[src/rtl/rotary_step_input_if.sv]
// rotary_step_input_if: raw encoder/button inputs and decoded step/select/error outputs
// master drives the raw inputs and observes the outputs; slave is the decoder side.
interface rotary_step_input_if;
    logic enc_a;
    logic enc_b;
    logic enc_btn;
    logic step;
    logic up;
    logic select;
    logic error;
    modport master(output enc_a, enc_b, enc_btn, input step, up, select, error);
    modport slave(input enc_a, enc_b, enc_btn, output step, up, select, error);
endinterface

[src/rtl/rotary_step_input.sv]
// rotary_step_input: quadrature encoder + push button front end emitting step/direction and select pulses
// Ports: clk; reset (async, active-high); bus.enc_a/enc_b/enc_btn raw asynchronous inputs;
// bus.step/select/error one-cycle pulses; bus.up direction of the last step, held between steps.
module rotary_step_input #(
    parameter int SYNC_STAGES       = 2,
    parameter int DEBOUNCE_CYCLES   = 16,
    parameter int COUNTS_PER_DETENT = 4
) (
    input logic                clk,
    input logic                reset,
    rotary_step_input_if.slave bus
);
    localparam int CW = $clog2(DEBOUNCE_CYCLES + 1);
    localparam logic [CW-1:0] DLAST = CW'(DEBOUNCE_CYCLES - 1);
    localparam logic signed [4:0] CPD = 5'(COUNTS_PER_DETENT);
    localparam logic [0:0] PRIME = 1'b0;
    localparam logic [0:0] TRACK = 1'b1;

    // Bit order everywhere: {B, A, btn}
    logic [2:0] sync_q [SYNC_STAGES];
    logic [2:0] sync;
    logic [2:0] stable_q;
    logic [2:0] filt_q, filt_d;
    logic [2:0] prev_q, prev_d;
    logic [CW-1:0] cnt_q [3];
    logic [CW-1:0] cnt_d [3];
    logic [CW-1:0] pcnt_q, pcnt_d;
    logic [0:0] state_q, state_d;
    logic signed [4:0] acc_q, acc_d, acc_n;
    logic [1:0] delta;
    logic step_q, step_d, up_q, up_d, sel_q, sel_d, err_q, err_d;

    // Gray {B,A} to position 0..3 along the forward sequence 00->01->11->10
    function automatic logic [1:0] pos(input logic [1:0] g);
        return {g[1], g[1] ^ g[0]};
    endfunction

    assign sync = sync_q[SYNC_STAGES-1];

    always_comb begin
        state_d = state_q;
        pcnt_d  = '0;
        prev_d  = prev_q;
        acc_d   = acc_q;
        acc_n   = acc_q;
        delta   = '0;
        step_d  = 1'b0;
        up_d    = up_q;
        sel_d   = 1'b0;
        err_d   = 1'b0;
        filt_d  = filt_q;
        for (int i = 0; i < 3; i++) begin
            cnt_d[i]  = (sync[i] == filt_q[i] || cnt_q[i] == DLAST) ? '0 : cnt_q[i] + CW'(1);
            filt_d[i] = (sync[i] != filt_q[i] && cnt_q[i] == DLAST) ? sync[i] : filt_q[i];
        end
        if (state_q == PRIME) begin
            // Wait for the synchronised inputs to sit still, then adopt them as the baseline
            pcnt_d = (sync == stable_q) ? pcnt_q + CW'(1) : '0;
            if (sync == stable_q && pcnt_q == DLAST) begin
                state_d = TRACK;
                filt_d  = sync;
                prev_d  = sync;
                pcnt_d  = '0;
                for (int i = 0; i < 3; i++) cnt_d[i] = '0;
            end
        end else begin
            prev_d = filt_q;
            delta  = pos(filt_q[2:1]) - pos(prev_q[2:1]);
            sel_d  = filt_q[0] & ~prev_q[0];
            err_d  = delta == 2'd2;
            acc_n  = acc_q + ((delta == 2'd1) ? 5'sd1 : (delta == 2'd3) ? -5'sd1 : 5'sd0);
            step_d = !err_d && (acc_n == CPD || acc_n == -CPD);
            up_d   = step_d ? (acc_n > 5'sd0) : up_q;
            acc_d  = (err_d || step_d) ? 5'sd0 : acc_n;
        end
    end

    always_ff @(posedge clk or posedge reset) begin
        if (reset) begin
            for (int i = 0; i < SYNC_STAGES; i++) sync_q[i] <= '0;
            for (int i = 0; i < 3; i++) cnt_q[i] <= '0;
            stable_q <= '0;
            filt_q   <= '0;
            prev_q   <= '0;
            pcnt_q   <= '0;
            state_q  <= PRIME;
            acc_q    <= '0;
            step_q   <= 1'b0;
            up_q     <= 1'b0;
            sel_q    <= 1'b0;
            err_q    <= 1'b0;
        end else begin
            sync_q[0] <= {bus.enc_b, bus.enc_a, bus.enc_btn};
            for (int i = 1; i < SYNC_STAGES; i++) sync_q[i] <= sync_q[i-1];
            for (int i = 0; i < 3; i++) cnt_q[i] <= cnt_d[i];
            stable_q <= sync;
            filt_q   <= filt_d;
            prev_q   <= prev_d;
            pcnt_q   <= pcnt_d;
            state_q  <= state_d;
            acc_q    <= acc_d;
            step_q   <= step_d;
            up_q     <= up_d;
            sel_q    <= sel_d;
            err_q    <= err_d;
        end
    end

    assign bus.step   = step_q;
    assign bus.up     = up_q;
    assign bus.select = sel_q;
    assign bus.error  = err_q;
endmodule

[src/flat_wrapper.sv]
// flat-port wrapper written by rule: the top's interface ports become plain ports
module rotary_step_input_flat 
#(
    parameter int SYNC_STAGES       = 2,
    parameter int DEBOUNCE_CYCLES   = 16,
    parameter int COUNTS_PER_DETENT = 4
)
  (clk, reset, bus_enc_a, bus_enc_b, bus_enc_btn, bus_step, bus_up, bus_select, bus_error);
  rotary_step_input_if bus_i ();
  input logic clk;
  input logic reset;
  input wire logic [$bits(bus_i.enc_a)-1:0] bus_enc_a;
  input wire logic [$bits(bus_i.enc_b)-1:0] bus_enc_b;
  input wire logic [$bits(bus_i.enc_btn)-1:0] bus_enc_btn;
  output wire logic [$bits(bus_i.step)-1:0] bus_step;
  output wire logic [$bits(bus_i.up)-1:0] bus_up;
  output wire logic [$bits(bus_i.select)-1:0] bus_select;
  output wire logic [$bits(bus_i.error)-1:0] bus_error;
  assign bus_i.enc_a = bus_enc_a;
  assign bus_i.enc_b = bus_enc_b;
  assign bus_i.enc_btn = bus_enc_btn;
  assign bus_step = bus_i.step;
  assign bus_up = bus_i.up;
  assign bus_select = bus_i.select;
  assign bus_error = bus_i.error;
  rotary_step_input #(.SYNC_STAGES(SYNC_STAGES), .DEBOUNCE_CYCLES(DEBOUNCE_CYCLES), .COUNTS_PER_DETENT(COUNTS_PER_DETENT)) u_core (.clk(clk), .reset(reset), .bus(bus_i));
endmodule
[config.mk]
export PLATFORM = sky130hd
export DESIGN_NAME = rotary_step_input_flat
export DESIGN_NICKNAME = d
export VERILOG_FILES = /design/src/rtl/rotary_step_input_if.sv /design/src/rtl/rotary_step_input.sv /design/src/flat_wrapper.sv
export SDC_FILE = /design/constraint.sdc
export NUM_CORES = 1
export LEC_CHECK = 0
export ABC_AREA = 1
export CAP_MARGIN = 20
export CORE_UTILIZATION = 29
export CTS_CLUSTER_DIAMETER = 40
export CTS_CLUSTER_SIZE = 12
export DETAILED_ROUTE_END_ITERATION = 8
export PLACE_DENSITY_LB_ADDON = 0.2
export SYNTH_ARGS = -nofsm -noshare
export SYNTH_HDL_FRONTEND = slang
export SYNTH_SLANG_ARGS = --single-unit
[constraint.sdc]
create_clock -name clk -period 3.65 [get_ports clk]
set_clock_uncertainty 0.15 [all_clocks]
set_input_delay 0.73 -clock clk [delete_from_list [all_inputs] [get_ports clk]]
set_output_delay 0.73 -clock clk [all_outputs]
set_load 0.05 [all_outputs]
==> impl_metrics.ini, run 1 <==
[status]
status = completed

[cells_and_area]
drive_gt1_frac = 0.115
final_common_cell = dfrtp_1
fill_cells = 770
finalCoreUtilization = 0.340
final_nets = 259
n_antenna_cell = 0
syn_to_final_growth_pct = 13.7
final_cells = 342
final_cell_mix = dfrtp_1, inv_1, nand2_1

[synth]
synth-seq-cells = 45
ys_warn_count = 0
synth_nets = 245
yosys.cell_types.count = 30
syn_inst = 228
synthFlopType = dfrtp_1
ys_seq_area_frac = 0.521
syn_avg_cell_area_um2 = 9.47
synth-edff-count = 0
synthArstFlopShare = 1.00
syn_area_mm2 = 0.00216

[clock_network]
clock-sinks = 45
cts_hold_buffers = 0
clk_latency_ns = 0.29
root_buffer = clkbuf_8
clock_path_buffers = 2
clk_pin_slew_ns = 0.08
numCtsBuffers = 5
htree_levels = 2
post_cts_buffers = 0
cts_tree = done
cts_resized = 0

[routing]
dr_total_vias = 1426
antenna_left = 0
dr.first_iter.drc_count = 70
wl_mm = 3.36
drc_errors = 0
drt_first_pass_iters = 4
wl_per_cell_um = 9.82
via_per_inst = 4.17

[global_routing]
grt_pass1_vias = 1420
overflow = 0
grt_pass1_wl_mm = 6.38
grtUsageTotal = 0.106
grt_max_degree = 46
antenna_found_initial = 0

[placed_design]
gp_congestion = 0.708
placedCellCount = 334
port_buffers = 8
place_ws_ns = 0.937
place_hpwl_mm = 2.49

[timing]
clock.fmax_mhz = 364
fin_setup_tns_ns = 0
max_slew_margin = 0.388
min_period_over_period = 0.752
hold_viol = 0
setup_ws_ns = 0.906
rsz0062_at_grt = no
slew_viol_final = 0
layout_min_cycle_time_ns = 2.74
worst_pin_slew_ns = 0.918
finalSetupViolations = 0

[floorplan]
dieWidth_um = 88.3
core-area_mm2 = 0.00721
die_y_um = 88.3
die_area_mm2 = 0.00780
ios = 9
initial_core_util = 0.299
row_count = 31

[setup_path]
worst_ep_arrival_time_ns = 2.78
crit_chain = xnor2_1 -> ha_1 -> inv_1 -> nand3_4 -> inv_1 -> fa_1 -> inv_1 -> nand3_1 -> nand2_2 -> nand3_1 -> nor2_1 -> nand2_2 -> nand2_2 -> nand2_2 -> nand2_1 -> nand2_1
setup.worst_path.class = flip-flop to flip-flop
cpMostUsedCell = nand2_2
crit_fanout = 5
crit_required_ns = 3.69
crit_path_end_kind = flip-flop
cp_top_family = simple AND/OR/NAND/NOR gates
cp_num_buf_inv = 3
critical_path.max_stage_delay_ns = 0.44
worstSetupStartpointType = flip-flop
crit_slowest_cell = dfrtp_1

[power_and_ir_drop]
p_leak_nw = 1.23
ir_drop_uv = 270
p_per_area_mw_per_mm2 = 358

[job]
cap_violations = 0

[worst_hold_path]
hold_path_class = flip-flop to flip-flop
final timing paths:
kind	start	end	slack, ns	depth (start not counted)
min in group asynchronous	reset	u_core.cnt_q[5]$_DFF_PP0_	0.79	2
max reg2reg	u_core.filt_q[2]$_DFF_PP0_	u_core.bus.up$_DFFE_PP0P_	0.91	16
min reg2reg	u_core.sync_q[5]$_DFF_PP0_	u_core.sync[2]$_DFF_PP0_	0.20	0
max	u_core.filt_q[2]$_DFF_PP0_	u_core.bus.up$_DFFE_PP0P_	0.91	16
max in group asynchronous	reset	u_core.filt_q[0]$_DFF_PP0_	1.97	2
min	u_core.sync_q[5]$_DFF_PP0_	u_core.sync[2]$_DFF_PP0_	0.20	0
routing by layer:
layer / vias up / GRT usage / wire [um]
met3: 2 / 0.0289 / 103
met4: 0 / 0.0308 / 20
met1: 659 / 0.141 / 1730
li1: 752 / - / -
met5: - / 0 / 0
met2: 13 / 0.168 / 1510
through the flow:
stage	hold WS (ns)	power [W]	cell area (um2)
floorplan	0.181	0.000560	2160
global placement	0.183	0.000574	2360
detailed placement	0.185	0.000574	2360
CTS	0.205	0.000893	2450
global route	0.209	0.000923	2450
finish	0.203	0.000878	2450
sequential cells by signal (all words and copies together), names as in the netlist:
register           flops
u_core.cnt_q          15
u_core.acc_q           5
u_core.pcnt_q          5
u_core.filt_q          3
u_core.prev_q          3
u_core.stable_q        3
u_core.sync            3
u_core.sync_q          3
u_core.bus.error       1
u_core.bus.select      1
u_core.bus.step        1
u_core.bus.up          1
u_core.state_q         1
layout make-up:
cell class / instances / area [um2] / share of cell area
clock buffers: 6 / 82.6 / 0.0336
clock inverters: 2 / 13.8 / 0.00561
inverters: 37 / 139 / 0.0566
multi-input cells: 145 / 890 / 0.362
flip-flops and latches: 45 / 1130 / 0.459
well taps: 99 / 124 / 0.0505
repair buffers: 8 / 80.1 / 0.0326
where the power goes:
part	leakage [nW]	internal, W	total, W	switching, W
sequential	0.600	0.000512	0.000522	0.00000995
combinational	0.577	0.0000155	0.0000393	0.0000238
clock	0.0512	0.000153	0.000316	0.000163
synthesized netlist by cell type, types with 2 or more instances:
cell | number | area share
nand2_1 | 33 | 0.057
nor2_1 | 26 | 0.045
o221ai_1 | 2 | 0.0081
xor2_1 | 10 | 0.041
dfrtp_1 | 45 | 0.52
xnor2_1 | 4 | 0.016
ha_1 | 11 | 0.064
a21oi_1 | 6 | 0.014
o211ai_1 | 2 | 0.0070
inv_1 | 35 | 0.061
and3_1 | 3 | 0.0087
nand2_4 | 2 | 0.010
a31oi_1 | 3 | 0.0087
nand2_2 | 11 | 0.032
nand3_1 | 15 | 0.035
nand4_1 | 6 | 0.017
logic make-up after synthesis:
| logic type | count (synthesis) | synth area share |
|---|---|---|
| flip-flops | 45 | 0.521 |
| adder cells (fa/ha/maj) | 12 | 0.0730 |
| AO/OA/AOI/OAI | 16 | 0.0464 |
| AND/OR/NAND/NOR | 103 | 0.236 |
| buffers and inverters | 38 | 0.0666 |
| XOR/XNOR | 14 | 0.0568 |
No activity file was read; power rests on OpenSTA's default activity.
==> run 2, diff against run 1 <==
==> constraint.sdc (replaced) <==
create_clock -name clk -period 2.6 [get_ports clk]
set_clock_uncertainty 0.15 [all_clocks]
set_input_delay 0.52 -clock clk [delete_from_list [all_inputs] [get_ports clk]]
set_output_delay 0.52 -clock clk [all_outputs]
set_load 0.05 [all_outputs]
==> impl_metrics.ini, run 2 (synthesized netlist as in run 1, its figures left out) <==
[setup_path]
crit_path_end_kind = flip-flop
setup.worst_path.class = flip-flop to flip-flop
critical_path.max_stage_delay_ns = 0.40
crit_chain = xor2_1 -> ha_1 -> inv_2 -> nand3_4 -> inv_4 -> ha_4 -> a21oi_2 -> nand2_1 -> nand2_1 -> nand2_2 -> nand2_2 -> nand2_2 -> nor2_2 -> nand2_2 -> buf_4 -> nand4_1 -> nand2_1
crit_slowest_cell = dfrtp_1
worstSetupStartpointType = flip-flop
cp_num_buf_inv = 3
cpMostUsedCell = nand2_2
cp_top_family = simple AND/OR/NAND/NOR gates
worst_ep_arrival_time_ns = 2.62
crit_required_ns = 2.64
crit_fanout = 6

[timing]
hold_viol = 0
worst_pin_slew_ns = 0.495
layout_min_cycle_time_ns = 2.58
min_period_over_period = 0.992
max_slew_margin = 0.669
clock.fmax_mhz = 388
rsz0062_at_grt = yes
finalSetupViolations = 0
slew_viol_final = 0
setup_ws_ns = 0.0204
fin_setup_tns_ns = 0

[routing]
dr_total_vias = 1455
wl_per_cell_um = 10.1
drc_errors = 2
drt_first_pass_iters = 6
via_per_inst = 4.12
antenna_left = 0
wl_mm = 3.57
dr.first_iter.drc_count = 39

[clock_network]
clock-sinks = 45
cts_tree = done
numCtsBuffers = 5
clock_path_buffers = 2
clk_pin_slew_ns = 0.09
htree_levels = 2
clk_latency_ns = 0.29
cts_hold_buffers = 0
root_buffer = clkbuf_8

[placed_design]
place_ws_ns = -0.0185
place_area_mm2 = 0.00242
port_buffers = 8
gp_congestion = 0.752
placedCellCount = 342
place_hpwl_mm = 2.55

[cells_and_area]
multiInputGateArea_um2 = 938
final_nets = 270
final_cells = 353
finalCoreUtilization = 0.365
final_cell_mix = dfrtp_1, inv_1, nand2_1
fill_cells = 733
largest_reg_flops = 15
reg_top3 = u_core.cnt_q (15), u_core.acc_q (5), u_core.pcnt_q (5)
n_antenna_cell = 0
final_common_cell = dfrtp_1
seqCellArea_mm2 = 0.00113
fin_area_mm2 = 0.00263
largest-register = u_core.cnt_q
syn_to_final_growth_pct = 21.8
drive_gt1_frac = 0.201

[global_routing]
overflow = 0
grt_pass1_wl_mm = 6.08
grt_pass1_vias = 1357
antenna_found_initial = 0
grtUsageTotal = 0.101
grt_max_degree = 21

[floorplan]
core-area_mm2 = 0.00721
initial_core_util = 0.299
ios = 9
die_area_mm2 = 0.00780
die_y_um = 88.3
row_count = 31
dieWidth_um = 88.3

[status]
violations = design-rule violations
status = finished, violations left

[power_and_ir_drop]
ir_drop_uv = 313
p_per_area_mw_per_mm2 = 540
p_leak_nw = 1.28

[job]
cap_violations = 0

[worst_hold_path]
hold_path_class = flip-flop to flip-flop
run 2: cell types whose count changed in the layout (fill, tap and decap cells not counted), sizes merged:
cell | previous run | this run
inv | 36 | 37
clkbuf | 6 | 5
clkinv | 3 | 1
buf | 0 | 11
bufinv | 0 | 2
run 2: path summary, 6_finish.rpt:
kind                                              start                      endpoint  slack, ns  cells after the start
min in group asynchronous                         reset    u_core.filt_q[2]$_DFF_PP0_       0.36                      2
hold reg to reg              u_core.sync_q[5]$_DFF_PP0_      u_core.sync[2]$_DFF_PP0_       0.20                      0
setup / recovery           u_core.prev_q[2]$_DFFE_PP0P_   u_core.acc_q[0]$_DFFE_PP0P_       0.02                     17
setup reg to reg           u_core.prev_q[2]$_DFFE_PP0P_   u_core.acc_q[0]$_DFFE_PP0P_       0.02                     17
hold / removal               u_core.sync_q[5]$_DFF_PP0_      u_core.sync[2]$_DFF_PP0_       0.20                      0
max in group asynchronous                         reset  u_core.prev_q[0]$_DFFE_PP0P_       1.33                      3
run 2: where the power goes:
part           switching (W)  internal, W  total (W)
clock               0.000241     0.000387   0.000628
sequential         0.0000139     0.000719   0.000733
combinational      0.0000353    0.0000240  0.0000592
run 2: cell type report:
| cell class | instances | share of cell area |
|---|---|---|
| clock buffer | 5 | 0.0262 |
| clock inverter | 3 | 0.0262 |
| tap | 99 | 0.0471 |
| sequential | 45 | 0.428 |
| timing repair buffer | 19 | 0.0618 |
| inverter | 37 | 0.0538 |
| multi-input combinational | 145 | 0.357 |
run 2: routing by layer:
metal  up-vias  routed length [um]  share of wire  track usage
met3         6                  91          0.026       0.0308
met1       657                1750           0.49        0.136
met4         0                  66          0.019       0.0484
li1        777                   -              -            -
met2        15                1660           0.47        0.150
met5         -                   0              0            0
run 2: metrics by stage:
| step | power, W | hold WS, ns |
|---|---|---|
| 4_1_cts | 0.00145 | 0.206 |
| 3_5_place_dp | 0.000808 | 0.185 |
| 3_3_place_gp | 0.000808 | 0.183 |
| 2_1_floorplan | 0.000786 | 0.181 |
| 5_1_grt | 0.00149 | 0.212 |
| 6_report | 0.00142 | 0.204 |
run 2: repair_timing:
item,in CTS,in global routing
setup buffers,0,3
endpoints found under the setup margin,2,7
pin swaps,0,15
gates resized for setup,2,12
hold endpoints to repair,0,0
